$ cat config.mk
export PLATFORM = sky130hd
export DESIGN_NAME = regwrite_scheduler
export DESIGN_NICKNAME = d
export VERILOG_FILES = /design/src/rtl/regwrite_scheduler.sv
export SDC_FILE = /design/constraint.sdc
export NUM_CORES = 1
export LEC_CHECK = 0
export ABC_AREA = 1
export BUFFER_PORTS_ARGS = -buffer_cell sky130_fd_sc_hd__buf_2
export CORE_MARGIN = 8
export CORE_UTILIZATION = 60
export CTS_BUF_LIST = sky130_fd_sc_hd__clkbuf_8
export CTS_CLUSTER_SIZE = 40
export DETAILED_ROUTE_END_ITERATION = 7
export MAX_ROUTING_LAYER = met4
export PLACE_DENSITY = 0.88
export REMOVE_ABC_BUFFERS = 1
export SYNTH_ARGS = -nofsm -noshare
export SYNTH_HDL_FRONTEND = slang
export SYNTH_SLANG_ARGS = --single-unit
$ cat constraint.sdc
create_clock -name Clk -period 4.9 [get_ports Clk]
set_clock_uncertainty 0.1 [all_clocks]
set_input_delay 0.98 -clock Clk [delete_from_list [all_inputs] [get_ports Clk]]
set_output_delay 0.98 -clock Clk [all_outputs]
set_load 0.02 [all_outputs]
$ cat src/rtl/regwrite_scheduler.sv
// ---------------------------------------------------------------------------
// regwrite_scheduler
//
// Owns the single synchronous write port of the 32x32 MIPS register file and
// shares it between the in-order pipeline writeback (WB) and the long-latency
// multiply/divide unit (MD). WB always wins the port. MD cannot wait forever:
// an age counter requests a one-cycle WB bubble through pipe_hold.
//
// A busy scoreboard tracks the destination of every MD operation still in
// flight. Decode uses it for two things: raw_stall (a source register is still
// being computed) and iss_ready (a new MD op may be issued). Writing a busy
// register from WB sets the sticky waw_err flag.
//
// Ports
//   Clk, Reset_n            clock (posedge) and asynchronous active-low reset
//   wb_valid/reg/data       pipeline writeback, cannot be back-pressured
//   md_valid/reg/data       MD result, held stable until md_ready
//   md_ready                MD result accepted this cycle (combinational)
//   iss_valid/iss_reg       decode wants to issue an MD op to iss_reg
//   iss_ready               MD issue accepted this cycle (combinational)
//   rs, rt                  decode source registers
//   raw_stall               a decode source is still busy (combinational)
//   pipe_hold               registered; pipeline must drop wb_valid next cycle
//   RegWrite/WriteRegister/WriteData  registered register-file write port
//   waw_err                 sticky: WB wrote a register owned by MD
// ---------------------------------------------------------------------------
module regwrite_scheduler #(
  parameter int unsigned STARVE_LIMIT = 4,  // 1..15
  parameter int unsigned MAX_PEND     = 4   // 1..31
) (
  input  logic        Clk,
  input  logic        Reset_n,
  input  logic        wb_valid,
  input  logic [4:0]  wb_reg,
  input  logic [31:0] wb_data,
  input  logic        md_valid,
  input  logic [4:0]  md_reg,
  input  logic [31:0] md_data,
  output logic        md_ready,
  input  logic        iss_valid,
  input  logic [4:0]  iss_reg,
  output logic        iss_ready,
  input  logic [4:0]  rs,
  input  logic [4:0]  rt,
  output logic        raw_stall,
  output logic        pipe_hold,
  output logic        RegWrite,
  output logic [4:0]  WriteRegister,
  output logic [31:0] WriteData,
  output logic        waw_err
);

  localparam logic [4:0] MAX_PEND_C = 5'(MAX_PEND);
  localparam logic [3:0] AGE_LAST_C = 4'(STARVE_LIMIT - 1);

  typedef enum logic [1:0] {
    ST_NORMAL = 2'd0,
    ST_HOLD   = 2'd1,
    ST_DRAIN  = 2'd2
  } state_t;

  // One-hot decode of a register index into a 32-bit scoreboard mask.
  function automatic logic [31:0] reg_mask(input logic [4:0] idx);
    reg_mask = 32'd1 << idx;
  endfunction

  state_t      state_r;
  logic [3:0]  age_r;
  logic [31:0] busy_r;
  logic [4:0]  pend_cnt_r;

  logic        md_blocked_s;
  logic        sb_set_s;
  logic        sb_clr_s;
  logic [31:0] busy_nxt_s;
  logic [4:0]  pend_nxt_s;
  logic        wr_en_s;
  logic        wr_upd_s;
  logic [4:0]  wr_addr_s;
  logic [31:0] wr_data_s;
  logic        waw_hit_s;

  // Port arbitration, issue acceptance and the decode RAW check.
  always_comb begin
    md_ready     = md_valid & ~wb_valid;
    md_blocked_s = md_valid & ~md_ready;
    iss_ready    = iss_valid
                 & ((iss_reg == 5'd0) | ~busy_r[iss_reg])
                 & (pend_cnt_r < MAX_PEND_C);
    raw_stall    = ((rs != 5'd0) & busy_r[rs]) | ((rt != 5'd0) & busy_r[rt]);
    waw_hit_s    = wb_valid & (wb_reg != 5'd0) & busy_r[wb_reg];
  end

  // Scoreboard next state. A set and a clear can never hit the same register
  // in one cycle because iss_ready refuses registers that are already busy.
  always_comb begin
    sb_set_s   = iss_ready & (iss_reg != 5'd0);
    sb_clr_s   = md_ready & (md_reg != 5'd0) & busy_r[md_reg];
    busy_nxt_s = busy_r;
    if (sb_clr_s) begin
      busy_nxt_s = busy_nxt_s & ~reg_mask(md_reg);
    end else begin
      busy_nxt_s = busy_nxt_s;
    end
    if (sb_set_s) begin
      busy_nxt_s = busy_nxt_s | reg_mask(iss_reg);
    end else begin
      busy_nxt_s = busy_nxt_s;
    end
    busy_nxt_s[0] = 1'b0;
    case ({sb_set_s, sb_clr_s})
      2'b10:   pend_nxt_s = pend_cnt_r + 5'd1;
      2'b01:   pend_nxt_s = pend_cnt_r - 5'd1;
      default: pend_nxt_s = pend_cnt_r;
    endcase
  end

  // Write-port selection. A winner targeting r0 is consumed but produces no
  // register-file write, and address/data keep their previous values.
  always_comb begin
    wr_en_s   = 1'b0;
    wr_upd_s  = 1'b0;
    wr_addr_s = wb_reg;
    wr_data_s = wb_data;
    if (wb_valid) begin
      wr_upd_s  = 1'b1;
      wr_addr_s = wb_reg;
      wr_data_s = wb_data;
      wr_en_s   = (wb_reg != 5'd0);
    end else if (md_ready) begin
      wr_upd_s  = 1'b1;
      wr_addr_s = md_reg;
      wr_data_s = md_data;
      wr_en_s   = (md_reg != 5'd0);
    end else begin
      wr_upd_s  = 1'b0;
      wr_en_s   = 1'b0;
    end
  end

  // Registered register-file write port.
  always_ff @(posedge Clk or negedge Reset_n) begin
    if (!Reset_n) begin
      RegWrite      <= 1'b0;
      WriteRegister <= 5'd0;
      WriteData     <= 32'd0;
    end else begin
      RegWrite <= wr_en_s;
      if (wr_upd_s && wr_en_s) begin
        WriteRegister <= wr_addr_s;
        WriteData     <= wr_data_s;
      end else begin
        WriteRegister <= WriteRegister;
        WriteData     <= WriteData;
      end
    end
  end

  // Busy scoreboard and its population count.
  always_ff @(posedge Clk or negedge Reset_n) begin
    if (!Reset_n) begin
      busy_r     <= 32'd0;
      pend_cnt_r <= 5'd0;
    end else begin
      busy_r     <= busy_nxt_s;
      pend_cnt_r <= pend_nxt_s;
    end
  end

  // Sticky WAW flag; the offending write still goes through.
  always_ff @(posedge Clk or negedge Reset_n) begin
    if (!Reset_n) begin
      waw_err <= 1'b0;
    end else if (waw_hit_s) begin
      waw_err <= 1'b1;
    end else begin
      waw_err <= waw_err;
    end
  end

  // Starvation FSM: after STARVE_LIMIT consecutive blocked MD cycles, hold the
  // pipeline for one cycle so that the following cycle (DRAIN) is WB-free.
  always_ff @(posedge Clk or negedge Reset_n) begin
    if (!Reset_n) begin
      state_r   <= ST_NORMAL;
      age_r     <= 4'd0;
      pipe_hold <= 1'b0;
    end else begin
      case (state_r)
        ST_NORMAL: begin
          if (md_blocked_s) begin
            if (age_r == AGE_LAST_C) begin
              state_r   <= ST_HOLD;
              age_r     <= 4'd0;
              pipe_hold <= 1'b1;
            end else begin
              state_r   <= ST_NORMAL;
              age_r     <= age_r + 4'd1;
              pipe_hold <= 1'b0;
            end
          end else begin
            state_r   <= ST_NORMAL;
            age_r     <= 4'd0;
            pipe_hold <= 1'b0;
          end
        end
        ST_HOLD: begin
          state_r   <= ST_DRAIN;
          age_r     <= 4'd0;
          pipe_hold <= 1'b0;
        end
        ST_DRAIN: begin
          state_r   <= ST_NORMAL;
          age_r     <= 4'd0;
          pipe_hold <= 1'b0;
        end
        default: begin
          state_r   <= ST_NORMAL;
          age_r     <= 4'd0;
          pipe_hold <= 1'b0;
        end
      endcase
    end
  end

endmodule

## Word-level counts from Yosys, hierarchy flattened

Cells that the tools add are included.

- Input port bits: 94
- Flip-flop bits (word level): 82
- Word-level logic and storage cells: 82

- Bitwise operators: 19
- Add/sub/neg operators: 3
- Reduce and logical (&&, ||, !) cells: 9
- Equality and inequality tests: 4
- $lt $le $gt $ge: 6
- Mux-type cells: 30
- Shifts and indexed selects: 2

Operator list:

| kind | number |
|---|---|
| 32-bit two-way mux | 4 |
| 1-bit by 5-bit left shift with 32-bit output, first input constant | 2 |
| 32-bit AND | 1 |
| 32-bit inverter | 1 |
| 32-bit bitwise OR | 1 |
| 5-bit by 6-bit < comparator with 1-bit output, second input constant | 5 |
| 1-bit binary-select mux with 5-bit select | 5 |
| 5-bit nonzero test | 5 |
| 1-bit two-way mux | 13 |
| 4-bit two-way mux | 3 |
| 1-bit AND | 11 |
| 5-bit two-way mux | 2 |
| 5-bit case mux with 2 select lines | 1 |
| 5-bit by 1-bit adder with 5-bit output, second input constant | 1 |
| 5-bit logical NOT | 1 |
| 5-bit by 3-bit < comparator with 1-bit output, second input constant | 1 |
| 5-bit by 1-bit subtractor with 5-bit output, second input constant | 1 |
| 4-bit by 1-bit adder with 4-bit output, second input constant | 1 |
| 2-bit by 1-bit == test with 1-bit output, second input constant | 2 |
| 4-bit by 2-bit == test with 1-bit output, second input constant | 1 |
| 2-bit case mux with 2 select lines | 1 |
| 1-bit inverter | 3 |
| 2-bit == test, second input constant | 1 |
| 2-bit logical NOT | 1 |
| other kinds (4) | 5 |

## Longest topological paths before layout

Gate-level depths: netlist of run 1.

- Depth in word-level cells: 9
- Depth in mapped cells: 24

## Worst setup path before layout of run 1

Ideal clock, no wire load.

- Path kind: input to register
- Start: in iss_reg[1]
- End: reg pend_cnt_r[4]
- Path buffers: 1
- Stages on the path: 21
- Path slack: 1248 ps
- Arrival: 3428 ps
- Setup time: 124 ps
- Required time: 4676 ps
- Cells stage by stage: buf_2 -> inv_1 -> nand2_1 -> nor2_1 -> nor2_1 -> nand3_1 -> nand3_1 -> nand2_1 -> nand2_1 -> and2_1 -> nand2_1 -> ha_1 -> xor2_1 -> ha_1 -> a21oi_1 -> nor2_1 -> inv_1 -> nor2_1 -> a21oi_1 -> o21ai_0 -> xnor2_1

- Longest elaborated chain between the ends: 9
- Elaborated cells on any way between the ends: 13
- Those cells by class: eq/ne: 2; mux: 3; bitwise: 5; reduce/logical: 3

RTL lines:

| item | line | source |
|---|---|---|
| start: declaration | 41 | `input logic [4:0] iss_reg,` |
| 1-bit binary-select mux with 5-bit select | 88 | `& ((iss_reg == 5'd0) \| ~busy_r[iss_reg])` |
| 1-bit two-way mux (implied by the code) | 88 |  |
| 1-bit inverter | 88 |  |
| 1-bit bitwise OR (*) | 88 |  |
| 1-bit AND (*) | 88 |  |
| 1-bit AND (*) | 89 | `& (pend_cnt_r < MAX_PEND_C);` |
| named net iss_ready | 42 | `output logic iss_ready,` |
| 1-bit AND (*) | 97 | `sb_set_s = iss_ready & (iss_reg != 5'd0);` |
| 2-bit by 1-bit == test with 1-bit output / 2-bit == test (equally long branches) | 111 | `case ({sb_set_s, sb_clr_s})` |
| 5-bit case mux with 2 select lines / 2-bit nonzero test (equally long branches) | - |  |
| end signal: assignment | 166 | `pend_cnt_r <= pend_nxt_s;` |
| end: declaration | 70 | `logic [4:0] pend_cnt_r;` |

The timed path passes the listed nets; every way through them passes the cells marked *. The select of a mux whose other input is x is not followed.
A chain may end at the register's enable or synchronous reset.

## Worst setup path in the final report of run 1

- Start: in iss_reg[0]
- End: reg pend_cnt_r[4]

- Longest elaborated chain between the ends: 9
- Elaborated cells on any way between the ends: 13
- Those cells by class: eq/ne: 2; mux: 3; bitwise: 5; reduce/logical: 3

RTL lines:

| item | line |
|---|---|
| 1-bit binary-select mux with 5-bit select | 88 |
| 1-bit two-way mux (implied by the code) | 88 |
| 1-bit inverter | 88 |
| 1-bit bitwise OR | 88 |
| 1-bit AND | 88 |
| 1-bit AND | 89 |
| 1-bit AND (*) | 97 |
| 2-bit by 1-bit == test with 1-bit output / 2-bit == test (equally long branches) | 111 |
| 5-bit case mux with 2 select lines / 2-bit nonzero test (equally long branches) | - |

Every way passes the cells marked *; elsewhere a longest branch is shown, timed or not. The select of a mux whose other input is x is not followed.

==> summary.txt, run 1 <==
Timing
  – Slew margin rel.: 0.223
  – Final Hold Fails: 0
  – Period minus WS final: 3.53 ns
  – Worst slew pin tran: 1.16 ns
  – RSZ-0062 raised after global routing: false
  – Period utilisation layout: 0.721
  – Peak Freq: 0.283 GHz
  – Final setup viols: 0
  – Slew Limit Fails: 0
  – Final setup TNS: 0 ns

Yosys
  – Area fraction in and, or, nand and nor cells after synthesis: 0.381
  – Synth Area in Adders: 0.00886
  – Synthesized area: 5650 um^2
  – Largest family of logic cells by synthesized area: simple AND/OR/NAND/NOR gates
  – Asr flop ratio synth: 1.00
  – Post-Synthesis Cells: 851
  – Top area cells in the synthesized netlist: dfrtp_1, nand2_1, nand4_1, nor2_1, o21ai_0
  – Yosys top cell area share: 0.363
  – Avg Cell Area, Syn: 6.64 um^2
  – Synth Area in XOR/XNOR: 0.0109
  – EDFF count, synth: 0
  – Post-synthesis register bit count: 82
  – Post-synth top area cell: dfrtp_1
  – Synth Area in Compound Gates: 0.148
  – Seq/Total Area, Yosys: 0.363
  – Ys flop type: dfrtp_1
  – Fraction of synthesized area in multiplexers: 0
  – Post-synth cell types: 33
  – Yosys warns: 0

Layout
  – Post-route non-filler standard cell count: 1066
  – N_diodes: 0
  – Layout cells sized above 1: 0.181
  – Net count reported at finish: 1048
  – Area Overhead vs Synth: 15.2%

Clocking
  – Reg clk slew, reported paths: 0.09 ns
  – Clock latency on the worst-skew pair: 0.36 ns
  – Cts hold-fix bufs: 0
  – Clk sink count: 82
  – CTS Buf Count: 9
  – Htree depth: 3
  – Post-cts sizing count: 0
  – Root Driver: clkbuf_8
  – Maximum clock insertion buffer count: 2
  – CTS tree: yes
  – Post-CTS setup buffers: 0

Min path
  – Min-delay worst type: reg -> reg

Worst setup path
  – Worst Path Required: 5.06 ns
  – Endpoint class of the critical path: flop
  – Type of origin of the critical path: primary input
  – Slowest stage cell on the critical path: buf_2
  – Path type of the worst setup path: in -> reg
  – Peak fanout along the critical path: 20
  – Worst EP arrival: 3.69 ns
  – Max incr delay on CP: 0.30 ns
  – Crit path cell chain: buf_2 -> inv_2 -> nand2_1 -> nor2_1 -> nor2_1 -> nand3_1 -> nand3_1 -> nand2_1 -> nand2_1 -> and2_1 -> nand2_1 -> ha_1 -> xor2_1 -> ha_1 -> a21oi_1 -> nor2_1 -> inv_1 -> nor2_1 -> a21oi_1 -> o21ai_0 -> xnor2_1

Floorplan
  – Core Area: 9200 um^2
  – Die height: 113 um
  – Number of placement rows: 35
  – Initial Utilization: 0.614
  – Die width: 113 um
  – Die area: 12800 um^2
  – # IOs: 137

Flow run
  – Max-Cap Viols: 0

GRT
  – Vias in the first global route: 5833
  – First-pass GRT wire length: 30200 um
  – Largest net degree at the start of global routing: 52
  – Initial antenna violation count: 0
  – Tot GR Track Use: 0.300
  – Remaining Overflow, GRT: 0

Detailed routing
  – DRT iter0 DRCs: 878
  – # DRC: 0
  – Average wire per standard cell: 17.8 um
  – ANT nets after route: 0
  – Vias/cell: 6.13
  – DRT Wirelength: 18900 um
  – DR vias: 6536
  – Pre-antenna DRT Iters: 6

Outcome
  – Status: completed

Place
  – # port buffers: 136
  – Final HPWL DP: 14100 um
  – Dpl cells: 1050
  – Gpl congestion: 0.998

Power
  – Power per cell area: 402 nW/um^2
  – Pleak: 3.18 nW
  – Worst vdd ir: 0.000258 V
[Yosys cell counts (2+ instances only)]
cell type    n
inv_2        6
nor2_1      84
xor2_1       3
nand2_1    268
buf_1        3
o21ai_0     56
nor3_1      28
ha_1         4
buf_4        6
a21oi_2      2
clkbuf_1    28
o211ai_1    14
buf_2       15
xnor2_1      4
a21oi_1     30
dfrtp_1     82
clkinv_1     3
nand3_1     51
a31oi_1     37
nand4_1     64
inv_1       48
buf_6        4
[layout make-up]
| class | instances | area [um^2] |
|---|---|---|
| Multi-Input combinational cell | 656 | 3100 |
| Tap cell | 111 | 139 |
| Clock inverter | 7 | 130 |
| Fill cell | 802 | 2690 |
| Inverter | 57 | 214 |
| Timing Repair Buffer | 144 | 743 |
| Sequential cell | 82 | 2050 |
| Clock buffer | 9 | 124 |
[per-stage QoR]
step / total power [mW] / utilization / hold WS, ns / setup slack (ns) / cell area, um^2
3_3_place_gp: 1.94 / 0.680 / 0.311 / 1.13 / 6250
4_1_cts: 2.59 / 0.707 / 0.333 / 1.43 / 6500
2_1_floorplan: 1.57 / - / 0.301 / -0.776 / 5370
3_5_place_dp: 1.95 / 0.680 / 0.318 / 1.03 / 6250
5_1_grt: 2.77 / 0.707 / 0.354 / 1.11 / 6500
6_report: 2.62 / 0.707 / 0.330 / 1.37 / 6500
[worst paths after layout]
| kind | startpoint | endpoint | slack [ns] | depth (start not counted) |
|---|---|---|---|---|
| max | iss_reg[0] | pend_cnt_r[4]$_DFFE_PN0P_ | 1.37 | 21 |
| min | state_r[1]$_DFF_PN0_ | state_r[1]$_DFF_PN0_ | 0.33 | 1 |
| max reg2reg | busy_r[15]$_DFF_PN0_ | pend_cnt_r[4]$_DFFE_PN0P_ | 1.95 | 19 |
| min reg2reg | state_r[1]$_DFF_PN0_ | state_r[1]$_DFF_PN0_ | 0.33 | 1 |
| max in group asynchronous | Reset_n | busy_r[16]$_DFF_PN0_ | 3.27 | 2 |
| min in group asynchronous | Reset_n | busy_r[28]$_DFF_PN0_ | 0.46 | 1 |
[power by group]
| group | internal (mW) | switching, mW |
|---|---|---|
| sequential | 0.838 | 0.260 |
| combinational | 0.307 | 0.575 |
| clock | 0.350 | 0.287 |
[cell families after synthesis]
logic type,Yosys count
adders and majority gates,4
DFF,82
and+or+nand+nor,500
xor gates and xnor gates,7
AOI/OAI and AO/OA,145
buffers and inverters,113
[critical path, delay by kind of cell]
family                   cells  cell delay, ns
buffers and inverters        3            0.49
AND/OR/NAND/NOR             11            1.05
adder cells (fa/ha/maj)      2            0.45
AO/OA/AOI/OAI                3            0.40
XOR/XNOR                     2            0.32
[flip-flops by register name, summed over array words and instances, names as in the netlist]
signal         count
pend_cnt_r         5
pipe_hold          1
WriteRegister      5
age_r              4
waw_err            1
WriteData         32
busy_r            31
state_r            2
RegWrite           1
[placed cells by master, fill, tap and decap left out, drive strengths merged, types with 3 or more instances in the layout]
cell type  instances
o21ai             57
ha                 4
inv               58
o211ai            14
buf              144
nand2            269
a21oi             32
xor2               3
bufinv             3
dfrtp             82
clkinv             3
xnor2              4
a31oi             37
clkbuf             9
nor2              84
nand4             64
nor3              29
nand3             51
[per-layer routing]
metal	share of wire	routed length [um]	vias up	track usage
li1	-	-	3082	-
met1	0.40	7500	2950	0.387
met2	0.45	8540	444	0.444
met3	0.12	2320	60	0.0820
met4	0.030	571	0	0.105
met5	0	0	-	-
Note: power is estimated with default switching activity, not from simulation.
==> inputs of run 2 (changes only) <==
Settings changed: CORE_UTILIZATION 60 to 56, PLACE_DENSITY 0.88 to 0.83.
Clock period 4.9 ns to 3.65 ns, I/O delays scaled along.
==> summary.txt, run 2 (same netlist as run 1, synthesis figures left out) <==
Clocking
  – CTS Buf Count: 9 (unchanged)
  – Reg clk slew, reported paths: 0.08 ns (about the same)
  – Post-cts sizing count: 0 (unchanged)
  – Cts hold-fix bufs: 0 (unchanged)
  – Maximum clock insertion buffer count: 2 (unchanged)
  – Clk sink count: 82 (unchanged)
  – Post-CTS setup buffers: 0 (unchanged)
  – Clock latency on the worst-skew pair: 0.37 ns (about the same)
  – CTS tree: yes
  – Htree depth: 3 (unchanged)
  – Root Driver: clkbuf_8

Layout
  – FF/Latch Area: 2050 um^2 (unchanged)
  – # fillers: 952 (+19%)
  – Most frequent cells in the layout: nand2_1, buf_2, nor2_1
  – Leading cell type in the layout, fill and taps excluded: nand2_1
  – Post-route non-filler standard cell count: 1099 (+3.1%)
  – Area Overhead vs Synth: 15.8%
  – Multi-input logic area: 3100 um^2 (unchanged)
  – Layout cells sized above 1: 0.188 (+0.00641)
  – Top flop regs: WriteData x32, busy_r x31
  – Net count reported at finish: 1058 (+0.95%)
  – Largest register FFs: 32 (unchanged)
  – Largest register by flop count: WriteData

GRT
  – Largest net degree at the start of global routing: 58 (+12%)
  – Initial antenna violation count: 1 (+1)
  – First-pass GRT wire length: 30400 um (+0.76%)
  – Remaining Overflow, GRT: 0 (unchanged)
  – Vias in the first global route: 5881 (+0.82%)
  – Tot GR Track Use: 0.294 (-0.00567)

Timing
  – Final setup viols: 0 (unchanged)
  – Worst slew pin tran: 0.770 ns (-0.391 ns)
  – Period utilisation layout: 0.868
  – Period minus WS final: 3.17 ns
  – Final Hold Fails: 0 (unchanged)
  – Slew Limit Fails: 0 (unchanged)
  – Final worst-path setup slack: 0.483 ns (-0.885 ns)
  – Slew margin rel.: 0.486 (+0.264)
  – RSZ-0062 raised after global routing: false
  – Peak Freq: 0.316 GHz

Worst setup path
  – Path type of the worst setup path: in -> reg
  – Peak fanout along the critical path: 13 (-35%)
  – Endpoint class of the critical path: flop
  – Type of origin of the critical path: primary input
  – Worst Path Required: 3.80 ns (-1.26 ns)
  – Worst EP arrival: 3.31 ns (-0.38 ns)

Floorplan
  – Number of placement rows: 36 (+2.9%)
  – Core Area: 9770 um^2 (+6.3%)
  – Die width: 116 um (+3.0%)
  – Die height: 116 um (+3.0%)
  – Die area: 13600 um^2 (+6.1%)
  – Initial Utilization: 0.578 (-0.0363)
  – # IOs: 137 (unchanged)

Detailed routing
  – DRT iter0 DRCs: 752 (-14%)
  – # DRC: 0 (unchanged)
  – DRT Wirelength: 19300 um (+1.9%)
  – DR vias: 6498 (-0.58%)
  – Vias/cell: 5.91 (-3.6%)
  – Average wire per standard cell: 17.6 um (-1.1%)
  – ANT nets after route: 0 (unchanged)
  – Pre-antenna DRT Iters: 6 (unchanged)

Place
  – Final HPWL DP: 14400 um (+2.6%)
  – # port buffers: 136 (unchanged)
  – Dpl cells: 1082 (+3.0%)
  – Gpl congestion: 1.00 (+0.43%)
  – Pre-CTS setup slack: 0.147 ns (-0.879 ns)

Flow run
  – Max-Cap Viols: 0 (unchanged)

Outcome
  – Status: completed

Power
  – Worst vdd ir: 0.000394 V (+53%)
  – Pleak: 3.19 nW (+0.42%)
  – Proportion of power drawn by flip-flops and latches: 0.453 (+0.033)
  – Switching share of power: 0.454 (+0.0253)
  – Clock group share of total power: 0.184 (-0.059)
  – Sw Pwr: 1.49 mW (+33%)
  – Combinational share of power: 0.363 (+0.026)
  – Int Pwr: 1.79 mW (+20%)
  – Power per cell area: 502 nW/um^2 (+25%)

Min path
  – Min-delay worst type: in -> async
==> run 2: changes by cell type in the layout (fill, tap and decap cells not counted), moves of 2 or more <==
cell / change
inv_1: +2
inv_8: -2
bufinv_16: -3
clkinvlp_4: +2
buf_4: +9
==> run 2: final timing paths <==
check | from | to | slack, ns | depth (start not counted)
worst max-delay path | md_reg[1] | pend_cnt_r[4]$_DFFE_PN0P_ | 0.48 | 19
worst min-delay path | Reset_n | busy_r[15]$_DFF_PN0_ | 0.33 | 1
worst max register to register | busy_r[2]$_DFF_PN0_ | pend_cnt_r[4]$_DFFE_PN0P_ | 0.58 | 21
worst min register to register | state_r[1]$_DFF_PN0_ | state_r[1]$_DFF_PN0_ | 0.33 | 1
max in group asynchronous | Reset_n | age_r[2]$_DFF_PN0_ | 2.42 | 2
min in group Clk | state_r[1]$_DFF_PN0_ | state_r[1]$_DFF_PN0_ | 0.33 | 1
==> run 2: stage by stage <==
stage	power [mW]	area, um^2	TNS, ns	utilization	hold slack, ns
global placement	2.64	6360	0	0.651	0.312
CTS	3.25	6530	0	0.668	0.333
finish	3.28	6540	0	0.669	0.327
global route	3.49	6540	0	0.669	0.354
floorplan	2.10	5370	-88.51	-	0.301
detailed placement	2.65	6360	0	0.651	0.322
==> run 2: layout make-up <==
cell class | count | area share
multi-input combinational | 656 | 0.475
timing repair buffer | 154 | 0.127
clock buffer | 9 | 0.0190
inverter | 57 | 0.0327
tap | 133 | 0.0255
antenna | 1 | 0.000383
clock inverter | 7 | 0.00689
sequential | 82 | 0.314
==> run 2: critical path, stage by stage <==
cell and delay, ns:
buf_2 0.23, inv_2 0.13, nand2_1 0.20, nor2_1 0.06, nor2_1 0.11, nand3_1 0.07, nand2_1 0.10, nand2_1 0.06
o211a_1 0.25, ha_1 0.27, xor2_1 0.20, ha_1 0.18, a21oi_1 0.16, nor2_1 0.07, inv_1 0.07, nor2_1 0.05
a21oi_1 0.12, o21ai_0 0.11, xnor2_1 0.13
==> run 2: power groups by stage <==
stage               combinational (mW)  sequential (mW)  clock (mW)
floorplan                        0.715             1.39           0
global placement                  1.16             1.48           0
detailed placement                1.17             1.48           0
CTS                               1.18             1.46       0.611
global route                      1.34             1.50       0.644
finish                            1.19             1.49       0.603
==> run 2: metal layers <==
layer  part of all wire  global-route usage  vias to the layer above  routed length, um
met4              0.031               0.111                        0                592
met1               0.41               0.382                     2960               7860
met2               0.45               0.437                      381               8710
met3               0.11              0.0667                       50               2130
met5                  0                   -                        -                  0
li1                   -                   -                     3107                  -
